$ cat config.mk
export PLATFORM = sky130hd
export DESIGN_NAME = rv_fetch_unit
export DESIGN_NICKNAME = d
export VERILOG_FILES = /design/src/rtl/rv_pkg.sv /design/src/rtl/rv_fetch_fifo.sv /design/src/rtl/rv_fetch_unit.sv
export SDC_FILE = /design/constraint.sdc
export NUM_CORES = 1
export LEC_CHECK = 0
export CORE_UTILIZATION = 31
export CTS_BUF_LIST = sky130_fd_sc_hd__clkbuf_16
export DETAILED_ROUTE_END_ITERATION = 10
export DONT_BUFFER_PORTS = 1
export GPL_TIMING_DRIVEN = 0
export SLEW_MARGIN = 5
export SYNTH_ARGS = -nofsm -noshare
export SYNTH_HDL_FRONTEND = slang
export SYNTH_SLANG_ARGS = --single-unit
$ cat constraint.sdc
create_clock -name i_clk -period 7.42 [get_ports i_clk]
set_input_delay 1.484 -clock i_clk [delete_from_list [all_inputs] [get_ports i_clk]]
set_output_delay 1.484 -clock i_clk [all_outputs]
set_load 0.05 [all_outputs]
$ cat src/rtl/rv_pkg.sv
// Shared types for the instruction-fetch front end.
//   XLEN          : address / PC width
//   fetch_state_t : fetch FSM state encoding
//   fetch_entry_t : one buffered fetch result {pc, instr}
package rv_pkg;

   localparam int XLEN = 32;

   typedef enum logic [1:0] {
      ST_IDLE       = 2'd0,
      ST_REQ        = 2'd1,
      ST_WAIT_SPACE = 2'd2,
      ST_DRAIN      = 2'd3
   } fetch_state_t;

   typedef struct packed {
      logic [XLEN-1:0] pc;
      logic [31:0]     instr;
   } fetch_entry_t;

endpackage

$ cat src/rtl/rv_fetch_fifo.sv
// Synchronous FIFO of fetch entries.
//   clk, rst_n : clock, asynchronous active-low reset
//   push, din  : write din at the tail (accepted when not full, or when full with a pop)
//   pop        : remove the head (ignored when empty)
//   flush      : empty the FIFO; overrides push and pop
//   full,empty : occupancy flags, registered
//   count      : number of stored entries
//   head       : entry at the head (meaningful only when !empty)
module rv_fetch_fifo
   import rv_pkg::*;
#(
   parameter int DEPTH = 2
) (
   input  logic                     clk,
   input  logic                     rst_n,
   input  logic                     push,
   input  logic                     pop,
   input  logic                     flush,
   input  fetch_entry_t             din,
   output logic                     full,
   output logic                     empty,
   output logic [$clog2(DEPTH):0]   count,
   output fetch_entry_t             head
);

   localparam int AW = $clog2(DEPTH);

   fetch_entry_t   mem [DEPTH];
   logic [AW-1:0]  rd_ptr;
   logic [AW-1:0]  wr_ptr;
   logic [AW:0]    cnt;
   logic           do_push;
   logic           do_pop;

   assign full    = (cnt == (AW+1)'(DEPTH));
   assign empty   = (cnt == '0);
   assign count   = cnt;
   assign head    = mem[rd_ptr];

   assign do_pop  = pop && !empty;
   // A full FIFO still accepts a push when the head leaves in the same cycle.
   assign do_push = push && (!full || do_pop);

   always_ff @(posedge clk or negedge rst_n) begin
      if (!rst_n) begin
         rd_ptr <= '0;
         wr_ptr <= '0;
         cnt    <= '0;
      end else if (flush) begin
         rd_ptr <= '0;
         wr_ptr <= '0;
         cnt    <= '0;
      end else begin
         if (do_push) wr_ptr <= wr_ptr + AW'(1);
         if (do_pop)  rd_ptr <= rd_ptr + AW'(1);
         cnt <= cnt + (AW+1)'(do_push) - (AW+1)'(do_pop);
      end
   end

   // Storage carries no reset; the flags above define what is valid.
   always_ff @(posedge clk) begin
      if (do_push && !flush) mem[wr_ptr] <= din;
   end

endmodule

$ cat src/rtl/rv_fetch_unit.sv
// Instruction-fetch front end: PC register, fetch FSM, bus drive, redirect handling,
// and a small buffer of fetched {pc, instr} entries presented to decode.
//   i_clk, i_reset_n       : clock, asynchronous active-low reset
//   i_stall                : decode not accepting; blocks pop of the head
//   i_pc_sel, i_pc_target  : redirect from execute (target bits [1:0] ignored)
//   o_bus_req, o_bus_addr  : instruction bus request / word address
//   i_bus_ack, i_bus_data  : single-cycle bus response with instruction word
//   o_valid, o_instr, o_pc : head of the instruction buffer
//   o_fetch_bus_ack        : copy of o_valid for the pipeline controller
//   o_dbg_state            : current fetch FSM state (fetch_state_t encoding)
//
// Handshakes: a bus request, once raised, is held with a stable address until
// i_bus_ack is seen, and is never withdrawn except by reset; to decode, an entry is
// transferred in every cycle where o_valid && !i_stall, and i_pc_sel overrides both
// directions (buffer flushed, nothing pushed or popped that cycle).
module rv_fetch_unit
   import rv_pkg::*;
#(
   parameter logic [XLEN-1:0] RESET_VECTOR = '0,
   parameter int              FIFO_DEPTH   = 2
) (
   input  logic            i_clk,
   input  logic            i_reset_n,
   input  logic            i_stall,
   input  logic            i_pc_sel,
   input  logic [XLEN-1:0] i_pc_target,
   output logic            o_bus_req,
   output logic [XLEN-1:0] o_bus_addr,
   input  logic            i_bus_ack,
   input  logic [31:0]     i_bus_data,
   output logic            o_valid,
   output logic [31:0]     o_instr,
   output logic [XLEN-1:0] o_pc,
   output logic            o_fetch_bus_ack,
   output logic [1:0]      o_dbg_state
);

   localparam int CW = $clog2(FIFO_DEPTH) + 1;

   fetch_state_t    state_q, state_d;
   logic [XLEN-1:0] pc_q, pc_d;
   logic [XLEN-1:0] addr_q, addr_d;
   logic            req_q;

   logic            fifo_push;
   logic            fifo_pop;
   logic            fifo_full;
   logic            fifo_empty;
   logic [CW-1:0]   fifo_count;
   logic [CW-1:0]   count_after;
   fetch_entry_t    fifo_din;
   fetch_entry_t    fifo_head;
   logic            unused_target_lsbs;

   assign unused_target_lsbs = ^i_pc_target[1:0];

   assign fifo_pop  = !fifo_empty && !i_stall;
   // Data acked in the redirect cycle belongs to the old path and is dropped.
   assign fifo_push = (state_q == ST_REQ) && i_bus_ack && !i_pc_sel;
   assign fifo_din  = '{pc: pc_q, instr: i_bus_data};

   // Occupancy after this cycle's push (only consulted when pushing).
   assign count_after = fifo_count + CW'(1) - CW'(fifo_pop);

   always_comb begin
      state_d = state_q;
      pc_d    = pc_q;
      if (i_pc_sel) begin
         pc_d = {i_pc_target[XLEN-1:2], 2'b00};
         // A request still in flight must complete before the new path is fetched.
         if ((state_q == ST_REQ || state_q == ST_DRAIN) && !i_bus_ack)
            state_d = ST_DRAIN;
         else
            state_d = ST_REQ;
      end else begin
         case (state_q)
            ST_IDLE:       state_d = ST_REQ;
            ST_REQ: begin
               if (i_bus_ack) begin
                  pc_d    = pc_q + XLEN'(4);
                  state_d = (count_after == CW'(FIFO_DEPTH)) ? ST_WAIT_SPACE : ST_REQ;
               end
            end
            ST_WAIT_SPACE: if (!fifo_full) state_d = ST_REQ;
            ST_DRAIN:      if (i_bus_ack) state_d = ST_REQ;
            default:       state_d = ST_IDLE;
         endcase
      end
      // While draining, the stale address stays on the bus; otherwise the bus
      // address tracks the next PC.
      addr_d = (state_d == ST_DRAIN) ? addr_q : pc_d;
   end

   always_ff @(posedge i_clk or negedge i_reset_n) begin
      if (!i_reset_n) begin
         state_q <= ST_IDLE;
         pc_q    <= RESET_VECTOR;
         addr_q  <= RESET_VECTOR;
         req_q   <= 1'b0;
      end else begin
         state_q <= state_d;
         pc_q    <= pc_d;
         addr_q  <= addr_d;
         req_q   <= (state_d == ST_REQ) || (state_d == ST_DRAIN);
      end
   end

   rv_fetch_fifo #(
      .DEPTH (FIFO_DEPTH)
   ) u_fifo (
      .clk   (i_clk),
      .rst_n (i_reset_n),
      .push  (fifo_push),
      .pop   (fifo_pop),
      .flush (i_pc_sel),
      .din   (fifo_din),
      .full  (fifo_full),
      .empty (fifo_empty),
      .count (fifo_count),
      .head  (fifo_head)
   );

   assign o_bus_req       = req_q;
   assign o_bus_addr      = addr_q;
   assign o_valid         = !fifo_empty;
   assign o_fetch_bus_ack = !fifo_empty;
   assign o_instr         = fifo_empty ? 32'h0 : fifo_head.instr;
   assign o_pc            = fifo_empty ? '0 : fifo_head.pc;
   assign o_dbg_state     = state_q;

endmodule

==> impl_table.tex <==
\begin{tabular}{lr}
\hline
Metric & Value \\
\hline
\multicolumn{2}{l}{\textbf{Finish}} \\
\quad \# fillers & 2538 \\
\quad Util after Layout & 35.8\% \\
\quad Post-route cell area & 9310 um2 \\
\quad Share of cells above drive strength 1 & 10.7\% \\
\quad Area added between synthesis and finish & 13.6\% \\
\quad \# nets final & 696 \\
\quad Antenna cells & 0 \\
\multicolumn{2}{l}{\textbf{Synth}} \\
\quad Register bit count reported by yosys & around 200 \\
\quad Top cells by area in the synthesized netlist & edfxtp\_1 (47\%), dfrtp\_1 (21\%), mux2i\_1 (7.9\%) \\
\quad Sequential element share of the synthesized area & 68.3\% \\
\quad Syn Std Cell Area & approximately 8000 um2 \\
\quad Main flop type after synthesis & edfxtp\_1 \\
\quad Post-synthesis instance total & 597 \\
\quad FFs w/ async S/R, synth & 35.4\% \\
\quad Post-synthesis average cell area & about 14 um2 \\
\quad Fraction of synthesized cell area taken by the top area cell type & 46.9\% \\
\quad Top post-synthesis cells by count & edfxtp\_1 (128), nor2\_1 (95), dfrtp\_1 (70), mux2i\_1 (65), nand2\_1 (34) \\
\quad Yosys Warn Count & 0 \\
\quad Synth cell types & 45 \\
\quad Post-synth EDFFs & 128 \\
\quad Largest area contributor in the synthesized netlist & edfxtp\_1 \\
\quad Nets in the synthesized netlist & 670 \\
\quad Leading cell type by number of instances after synthesis & edfxtp\_1 \\
\multicolumn{2}{l}{\textbf{STA}} \\
\quad Rel. slew slack & 27.5\% \\
\quad Period minus WS final & 4.53 ns \\
\quad Max-slew violation total from the final report & 0 \\
\quad \# setup viols final & 0 \\
\quad Fmax & roughly 220 MHz \\
\quad Hold Vio Cnt, Final & 0 \\
\quad Final-layout worst hold slack & between 0.4 and 0.5 ns \\
\quad Layout Skew & 0.0157 ns \\
\quad Unrepaired setup endpoints after global routing & false \\
\quad Transition time at the pin with the least slew margin & 1.08 ns \\
\quad Final Worst Setup Slack & 2.89 ns \\
\quad Final-layout setup total negative slack & 0 ns \\
\quad Crit share post-route & 61.0\% \\
\multicolumn{2}{l}{\textbf{Floorplanning}} \\
\quad Effective utilization at floorplan & a little under a third \\
\quad Total number of placement rows & 59 \\
\quad Full die area & 27100 um2 \\
\quad Core area & 26000 um2 \\
\quad Die Y & roughly 160 um \\
\quad IO Count & 170 \\
\quad Horiz. Die Dim & roughly 160 um \\
\multicolumn{2}{l}{\textbf{Run}} \\
\quad Count of max-cap constraint violations & 0 \\
\multicolumn{2}{l}{\textbf{Critical path}} \\
\quad R2r startpoint & o\_dbg\_state[0]\$\_DFF\_PN0\_ \\
\quad Largest fanout of any net on the critical path & 10 \\
\quad Register-to-register setup slack & around 4.3 ns \\
\quad Critical path class & flop to primary output \\
\quad Crit Reg-Reg Endpoint & u\_fifo.mem[0][1]\$\_DFFE\_PP\_ \\
\quad Required @ worst endpoint & just under 6 ns \\
\quad Reg2reg path depth & 5 \\
\quad CP Launch Type & flop \\
\quad Data arrival at the endpoint of the critical path & 3.04 ns \\
\quad Setup crit end kind & primary output \\
\multicolumn{2}{l}{\textbf{Outcome}} \\
\quad Result of the run & finished clean \\
\multicolumn{2}{l}{\textbf{Global route}} \\
\quad Antenna violations before repair & 0 \\
\quad Total overflow reported by the global router & 0 \\
\quad Pin count of the biggest net entering global routing & 71 \\
\quad Global-route wire length before repair & 29.3 mm \\
\quad Number of global-route vias before repair & 4734 \\
\quad Global-route usage over all layers & roughly 15\% \\
\multicolumn{2}{l}{\textbf{Hold path}} \\
\quad Hold wc startpoint & pc\_q[0]\$\_DFF\_PN0\_ \\
\quad Path category of the worst min-delay check & flop to flop \\
\quad Worst Hold Endpoint & u\_fifo.mem[0][32]\$\_DFFE\_PP\_ \\
\quad WHS Path Cells & 0 \\
\multicolumn{2}{l}{\textbf{Place}} \\
\quad Worst slack at placement & 3.15 ns \\
\quad Placed wire-length estimate after detailed placement & 14.1 mm \\
\quad Weighted congestion reported at the end of routability-driven placement & slightly below 0.8 \\
\quad Input/output buffers & 0 \\
\quad Standard cell area after detailed placement & approximately 8700 um2 \\
\multicolumn{2}{l}{\textbf{Clock network}} \\
\quad Setup bufs post-CTS & 0 \\
\quad H-tree lvl count & 4 \\
\quad TritonCTS clock tree & built \\
\quad CTS Hold Bufs & 0 \\
\quad Insertion delay to the later sink of the worst-skew pair & 0.43 ns \\
\quad Number of instances resized during post-cts repair & 0 \\
\quad Clock Tree Buf Depth & 2 \\
\quad Root buf cell & clkbuf\_16 \\
\quad Number of sinks handled by clock tree synthesis & 198 \\
\quad Clock slew seen by the registers of the worst setup and hold paths & around 0.08 ns \\
\quad Number of buffers created by CTS & 17 \\
\multicolumn{2}{l}{\textbf{Detailed routing}} \\
\quad Final routed wirelength across all metal layers & 19.3 mm \\
\quad DRT iter0 DRCs & 372 \\
\quad Number of vias after detailed routing & 4737 \\
\quad Avg Vias per Cell & 4.88 \\
\quad Pre-antenna DRT Iters & 5 \\
\quad WL per Instance & 19.9 um \\
\quad Antenna-violating nets left & 0 \\
\quad Number of DRC violations after detailed routing & 0 \\
\multicolumn{2}{l}{\textbf{Power and ir drop}} \\
\quad Leak & $\sim$3.3 nW \\
\quad Worst vdd rail ir drop & 0.177 mV \\
\quad Power per cell area & 384 nW/um2 \\
\hline
\end{tabular}
placed cells by master, fill, tap and decap left out, types with 5 or more instances in the layout:
cell,count
dfrtp_1,70
nor3_1,5
nor2_1,95
edfxtp_1,128
mux2i_1,65
buf_1,5
mux2_2,18
nand2_1,34
and3_1,17
nand3_1,14
inv_1,6
buf_4,5
clkbuf_1,24
xnor2_1,19
nand4_1,8
clkbuf_16,17
a21oi_1,9
a221o_1,9
a221oi_1,6
o21ai_0,12
xor2_1,13
worst max-delay path, cell delays in order, from the launching register on:
cell	delay, ns
dfrtp_1	0.37
clkbuf_1	0.58
buf_1	0.70
mux2i_1	0.25
nor2_1	0.72
flip-flops by register name, summed over array words and instances (netlist names):
signal,cells
pc_q,32
u_fifo.wr_ptr,1
u_fifo.rd_ptr,1
o_dbg_state,2
u_fifo.count,2
o_bus_addr,32
u_fifo.mem,128
area by class of cell:
type	instances	area, um2	share of cell area (%)
Sequential cell	198	5600	60.1
Multi-Input combinational cell	361	2450	26.4
Clock buffer	17	425	4.57
Tap cell	335	419	4.50
Clock inverter	15	180	1.94
Buffer	31	124	1.33
Timing Repair Buffer	7	83.8	0.901
Inverter	7	26.3	0.282
metal layers:
| metal | vias to the layer above | GRT usage, % | wire (um) |
|---|---|---|---|
| met4 | 0 | 4.25 | 286 |
| met2 | 138 | 22.9 | 8980 |
| met5 | - | 0 | 0 |
| met1 | 2345 | 18.7 | 8340 |
| li1 | 2240 | - | - |
| met3 | 14 | 5.55 | 1690 |
through the flow:
stage / total power [W] / std cells
4_1_cts: 0.00362 / 971
2_1_floorplan: 0.00248 / 597
3_3_place_gp: 0.00267 / 932
3_5_place_dp: 0.00268 / 939
5_1_grt: 0.00375 / 971
6_report: 0.00357 / 971
power breakdown:
group          internal (W)  switching [W]  total (W)
Clock              0.000486       0.000451   0.000936
Combinational      0.000218       0.000953    0.00117
Sequential          0.00128       0.000181    0.00146
Total               0.00199        0.00159    0.00357
cell families after synthesis:
kind of cell	after synthesis	synth area share, %
multiplexers	83	10.4
XOR/XNOR	32	3.42
flip-flops	198	68.3
AO/OA/AOI/OAI	48	4.20
buffers and inverters	38	1.83
AND/OR/NAND/NOR	194	11.2
adder cells (fa/ha/maj)	4	0.611
how the worst max path moves through the flow:
stage / cells past startpoint / endpoint / slack (ns) / from
finish: 4 / o_pc[30] / 2.89 / u_fifo.rd_ptr$_DFFE_PN0P_
global route: 4 / o_pc[11] / 2.64 / u_fifo.rd_ptr$_DFFE_PN0P_
CTS: 4 / o_pc[30] / 2.74 / u_fifo.rd_ptr$_DFFE_PN0P_
detailed placement: 4 / o_pc[30] / 3.15 / u_fifo.rd_ptr$_DFFE_PN0P_
global placement: 4 / u_fifo.mem[0][25]$_DFFE_PP_ / -2.73 / i_pc_sel
floorplan: 4 / u_fifo.mem[0][0]$_DFFE_PP_ / 0.42 / i_pc_sel
No activity file was read; power rests on OpenSTA's default activity.
